--- config.mk ---
export PLATFORM = sky130hd
export DESIGN_NAME = oam_dma_ctrl
export DESIGN_NICKNAME = d
export VERILOG_FILES = /design/src/rtl/oam_dma_ctrl.sv
export SDC_FILE = /design/constraint.sdc
export NUM_CORES = 1
export LEC_CHECK = 0
export BUFFER_PORTS_ARGS = -buffer_cell sky130_fd_sc_hd__clkbuf_2
export CORE_MARGIN = 10
export CORE_UTILIZATION = 35
export CTS_CLUSTER_DIAMETER = 80
export CTS_CLUSTER_SIZE = 40
export DETAILED_ROUTE_END_ITERATION = 12
export PLACE_DENSITY = 0.59
export SYNTH_ARGS = -nofsm -noshare
export SYNTH_HDL_FRONTEND = slang
export SYNTH_SLANG_ARGS = --single-unit
--- constraint.sdc ---
create_clock -name clk -period 1.97 [get_ports clk]
set_input_delay 0.394 -clock clk [delete_from_list [all_inputs] [get_ports clk]]
set_output_delay 0.394 -clock clk [all_outputs]
set_load 0.005 [all_outputs]
--- src/rtl/oam_dma_ctrl.sv ---
// Sprite DMA engine: forwards CPU bus traffic, and on a write to the trigger register it stalls
// the CPU and copies one page of memory into the PPU OAM data port.
module oam_dma_ctrl #(
    parameter logic [15:0] DMA_REG_ADDR  = 16'h4014,
    parameter logic [15:0] OAM_DATA_ADDR = 16'h2004,
    parameter int          XFER_LEN      = 256
) (
    input  logic        clk,
    input  logic        rst,
    input  logic [15:0] cpu_mem_addr,
    input  logic [7:0]  cpu_mem_data_out,
    input  logic        cpu_mem_write_en,
    input  logic        cpu_mem_read_en,
    output logic        cpu_stall,
    output logic        dma_active,
    output logic [15:0] bus_addr,
    output logic [7:0]  bus_data_out,
    output logic        bus_write_en,
    output logic        bus_read_en,
    input  logic [7:0]  bus_data_in
);

    localparam logic [7:0] IDX_LAST = 8'(XFER_LEN - 1);

    typedef enum logic [1:0] {
        IDLE  = 2'd0,
        ALIGN = 2'd1,
        READ  = 2'd2,
        WRITE = 2'd3
    } state_t;

    state_t      state;
    state_t      state_nxt;
    logic [7:0]  page;
    logic [7:0]  page_nxt;
    logic [7:0]  idx;
    logic [7:0]  idx_nxt;
    logic        parity;
    logic        skip_done;
    logic        skip_nxt;
    logic [15:0] last_addr;

    always_comb begin
        state_nxt    = state;
        page_nxt     = page;
        idx_nxt      = idx;
        skip_nxt     = skip_done;
        bus_addr     = last_addr;
        bus_data_out = 8'h00;
        bus_write_en = 1'b0;
        bus_read_en  = 1'b0;

        case (state)
            IDLE: begin
                // The trigger write itself still reaches the bus.
                bus_addr     = cpu_mem_addr;
                bus_data_out = cpu_mem_data_out;
                bus_write_en = cpu_mem_write_en;
                bus_read_en  = cpu_mem_read_en;
                if (cpu_mem_write_en && (cpu_mem_addr == DMA_REG_ADDR)) begin
                    page_nxt  = cpu_mem_data_out;
                    idx_nxt   = 8'h00;
                    skip_nxt  = 1'b0;
                    state_nxt = ALIGN;
                end
            end
            ALIGN: begin
                // An odd-parity first ALIGN cycle costs one extra dummy cycle.
                if (parity && !skip_done) begin
                    skip_nxt = 1'b1;
                end else begin
                    skip_nxt  = 1'b0;
                    state_nxt = READ;
                end
            end
            READ: begin
                bus_addr    = {page, idx};
                bus_read_en = 1'b1;
                state_nxt   = WRITE;
            end
            WRITE: begin
                bus_addr     = OAM_DATA_ADDR;
                bus_write_en = 1'b1;
                bus_data_out = bus_data_in;
                if (idx == IDX_LAST) begin
                    state_nxt = IDLE;
                end else begin
                    idx_nxt   = idx + 8'd1;
                    state_nxt = READ;
                end
            end
            default: begin
                state_nxt = IDLE;
            end
        endcase
    end

    always_ff @(posedge clk) begin
        if (rst) begin
            state      <= IDLE;
            page       <= 8'h00;
            idx        <= 8'h00;
            parity     <= 1'b0;
            skip_done  <= 1'b0;
            cpu_stall  <= 1'b0;
            dma_active <= 1'b0;
            last_addr  <= 16'h0000;
        end else begin
            state      <= state_nxt;
            page       <= page_nxt;
            idx        <= idx_nxt;
            parity     <= ~parity;
            skip_done  <= skip_nxt;
            // Registered off next state, so both track state != IDLE exactly.
            cpu_stall  <= (state_nxt != IDLE);
            dma_active <= (state_nxt != IDLE);
            if ((state == READ) || (state == WRITE)) begin
                last_addr <= bus_addr;
            end
        end
    end

endmodule

Word level (Yosys, flattened, before mapping)
Index checks and enable logic that the tools add are counted.

Input bits: 36. Output and inout bits: 28. Flip-flop bits (word level): 37.

Muxes and demuxes: 14. Bitwise gates (word level): 1. Reductions and logical operators: 11. Add/sub/neg operators: 1. Equality and inequality tests: 7.

Operator list (count): $pmux W16 S3 (1); $pmux W8 S2 (2); $eq A16 B15 Y1 const B (1); $mux W8 (2); $add A8 B1 Y8 const B (1); $eq A8 B8 Y1 const B (1); $pmux W2 S4 (1); $mux W2 (3); $pmux W1 S2 (3); $reduce_bool A2 Y1 (3); $eq A2 B2 Y1 const B (2); $ne A2 B2 Y1 const B (2); $reduce_and A2 Y1 (2); $reduce_and A3 Y1 (1); $eq A2 B1 Y1 const B (1); $logic_and A1 B1 Y1 (2); $logic_not A2 Y1 (1); $mux W1 (2); $logic_not A1 Y1 (1); $logic_or A1 B1 Y1 (1); $not A1 Y1 (1).

Longest topological paths before layout
Word-level depth: 5. Mapped depth: 8. Depth with buffers taken out: 7.

Worst setup path before layout
No wires, ideal clock.

Path kind: reg2out. Start point: reg state[0]. End point: out bus_data_out[7]. Slack: 38 ps. Required time: 1576 ps. Cell stages (with the launch flop): 7. Buffers on the path: 3. Arrival: 1538 ps. Cell sequence: dfxtp_1 > ha_1 > clkbuf_1 > clkbuf_1 > clkbuf_1 > a22oi_1 > nor2_1.

Cells in the longest elaborated chain, start to end: 2. Elaborated cells on any way between the ends: 3. Those cells by class: eq/ne (1); mux (1); reduce/logical (1).

RTL lines: start, declared (line 32) `state_t state;`; start signal, assigned (line 109) `state <= state_nxt;`; $eq A2 B2 Y1 / $logic_not A2 Y1 (equally long branches) (line 53) `case (state)`; $pmux W8 S2 (*) (line 53); end, declared (line 17) `output logic [7:0] bus_data_out,`.

Mark *: on every way between the ends. The rest lies on a longest branch, timed or not.

Worst setup path in the final report
Start point: reg state[1]. End point: out bus_addr[13].

Cells in the longest elaborated chain, start to end: 2. Elaborated cells on any way between the ends: 4. Those cells by class: eq/ne (2); mux (1); reduce/logical (1).

RTL lines: $eq A2 B2 Y1 / $logic_not A2 Y1 (equally long branches) (line 53); $pmux W16 S3 (*) (line 53); end, declared (line 16) `output logic [15:0] bus_addr,`.

Marks and branches as above.

==> key figures <==
Logic synthesis
  • Seq cells post-synth: 37
  • Synth Area in Simple Gates: 22.9%
  • Mux cell area share after synthesis: 4.95%
  • Adder-cell share of the synthesized area: 3.62%
  • Ys async rst share: 0%
  • Sequential area share after synthesis: 35.7%
  • Post-synth cell types: 37
  • Post-synth net total: 317
  • Post-synth top flop: dfxtp_1
  • Ys Warns: 0
  • Post-Synth XOR/XNOR Area: 0%
  • Synthesized instance count: 275
  • Largest family of logic cells by synthesized area: compound AO/OA/AOI/OAI gates
  • Post-synth EDFFs: 0
  • Compound-Gate Fraction of Synth Area: 27.5%
  • Avg Cell Area, Syn: 7.53 sq um
  • Syn Std Cell Area: 2070 sq um

STA
  • Worst slew pin tran: 1.02 ns
  • Count of pins over their slew limit: 0
  • RSZ-0062 raised after global routing: yes
  • Final hold vios: 0
  • Skew final: 0.00594 ns
  • Relative slew slack: 31.5%
  • Min Tclk post-route: 2.02 ns
  • # setup viols final: 2
  • Fmax: 495 MHz
  • Fin crit share: 102%
  • Final Worst Setup Slack: -0.0482 ns

Drt
  • Number of remaining DRC errors: 0
  • Final ANT Viol Nets: 0
  • Final wirelength: 6.50 mm
  • First-pass detailed-route iteration total: 4
  • Avg WL per Cell: 15.9 um
  • Avg Vias per Cell: 5.35
  • DRT iter0 DRCs: 126
  • Detailed-route via count: 2193

Floorplanning
  • Die width: 96.9 um
  • Die area: 9400 sq um
  • Cell row count: 27
  • Core area: 5640 sq um
  • I/O pin cnt: 64
  • Die Y: 96.9 um
  • Starting density of the core: 36.7%

Place
  • Post-DP HPWL: 5.07 mm
  • PortBufs: 63
  • Placer Congestion: 0.844
  • Pre-CTS setup slack: -0.0248 ns

Pwr
  • Maximum VDD drop: 671 uV
  • LEAKAGE: 1.11 nW
  • Pwr dens: 1420 nW/um^2
  • Tot Pwr: 3.85 mW

Cells and area
  • Filler cells: 564
  • Nets: 380
  • Ratio of cells with drive above 1 in the final layout: 32.5%
  • Layout area overhead: 30.9%
  • Commonest non-fill, non-tap cell in the layout: clkbuf_2
  • N_diodes: 0
  • Commonest cells after routing, fill and taps aside: 62 x clkbuf_2, 50 x nand2_1, 35 x dfxtp_1

Setup path
  • Worst Setup End Kind: output pin
  • Crit-path leading delay family: flip-flops
  • Startpoint class of the critical path: flop
  • CP arrival: 1.62 ns
  • Worst path max stage delay: 0.40 ns
  • Slowest CP cell: dfxtp_4
  • CP Data Required Time: 1.58 ns
  • Register-to-register setup slack: 0.20 ns
  • Critical path fanouts, max: 5
  • CP Cell Sequence: inv_4, ha_4, a221o_1, mux2_4, clkbuf_2
  • Kind of critical path: reg2out
  • Buf/Inv on CP: 2

Clocking
  • Clock tree from TritonCTS: yes
  • Skew-Pair Late Insertion Delay: 0.29 ns
  • Root buf cell: clkbuf_8
  • Num CTS Buffers: 5
  • H-tree depth: 2
  • Clk sink count: 37
  • Hold-fix buffers, CTS: 0
  • CTS max path bufs: 2
  • Clock transition at the registers of the reported paths: 0.06 ns

GRT
  • Vias in the first global route: 2288
  • Grt total ovfl: 0
  • First-pass GRT wire length: 11.1 mm
  • Total global-route track usage: 13.8%
  • Largest net degree at the start of global routing: 31
  • Initial antenna violation count: 0

Status
  • Failing checks: setup timing
  • Status: finished with violations

Worst hold path
  • Class of the tightest hold or removal check: in2reg

Flow run
  • Max_cap viols: 0
-- cell families (layout without fill, tap and decap cells) --
logic type / after synthesis / after routing
AOI/OAI and AO/OA: 91 / 91
and+or+nand+nor: 105 / 105
DFF: 37 / 37
adders and majority gates: 6 / 6
buffers and inverters: 26 / 89
muxes: 10 / 10
-- worst min-delay path, delay by kind of cell --
kind                   cells  cell delay, ns
buffers and inverters      1            0.09
AND/OR/NAND/NOR            1            0.07
multiplexers               1            0.06
-- area by class of cell --
type,count,area [sq um],area share [%]
Multi-Input combinational cell,212,1310,48.3
Sequential cell,37,748,27.6
Timing Repair Buffer,79,462,17.0
Tap cell,72,90.1,3.32
Clock buffer,7,86.3,3.18
Inverter,3,16.3,0.600
-- power by group --
| part | switching [mW] | total [mW] | leakage [nW] | internal (mW) |
|---|---|---|---|---|
| registers | 0.0791 | 0.946 | 0.301 | 0.867 |
| logic | 1.35 | 2.37 | 0.760 | 1.01 |
| clock network | 0.256 | 0.534 | 0.0443 | 0.277 |
-- routing by layer --
metal  part of all wire (%)  vias to the layer above  GRT usage [%]
met1                     49                     1007           18.2
met5                      0                        -              0
met3                    6.4                        9           4.97
met4                    1.3                        0           4.74
li1                       -                     1101              -
met2                     43                       76           20.1
-- final timing paths --
path,startpoint,depth (start not counted),endpoint
max,state[1],5,bus_addr[13]
min reg2reg,parity,1,parity
max reg2reg,state[1],4,last_addr[8]
min,cpu_mem_data_out[4],3,page[4]
-- stage by stage --
stage,TNS (ns),area [sq um],hold WS (ns),std cells,utilization [%]
floorplan,0,2070,0.409,275,-
global placement,-0.0546,2500,0.426,401,44.2
detailed placement,-0.0291,2500,0.437,401,44.2
CTS,-0.108,2650,0.369,409,47.0
global route,-0.440,2710,0.371,410,48.1
finish,-0.0961,2710,0.370,410,48.1
-- synthesized netlist by cell type, drive strengths merged, types with 2 or more instances --
master,instances,share of area [%]
a311oi,3,1.3
ha,6,3.6
mux2i,8,3.9
nand4,2,0.60
a221o,2,0.97
a22oi,22,8.0
o21a,2,0.72
nand3,10,2.4
buf,7,1.9
nand2,50,9.1
dfxtp,37,36
mux2,2,1.1
a31oi,2,0.60
inv,3,0.54
nand4b,2,1.1
o21ai,26,6.5
nor2,29,5.3
clkbuf,16,2.9
nor3,2,0.48
nor4,2,1.2
nand2b,3,0.91
a21oi,25,6.0
a21o,4,1.4
-- state kept, by name, summed over array words and instances (netlist names) --
signal and count:
dma_active 1, idx 8, last_addr 16, page 8, parity 1, skip_done 1
state 2
-- what timing repair did --
action                                  4_1_cts  5_1_grt
endpoints found under the setup margin       24       16
setup buffers                                 1        1
pin swaps                                     2        3
gates resized for setup                      30       14
(Power assumes the default switching activity.)
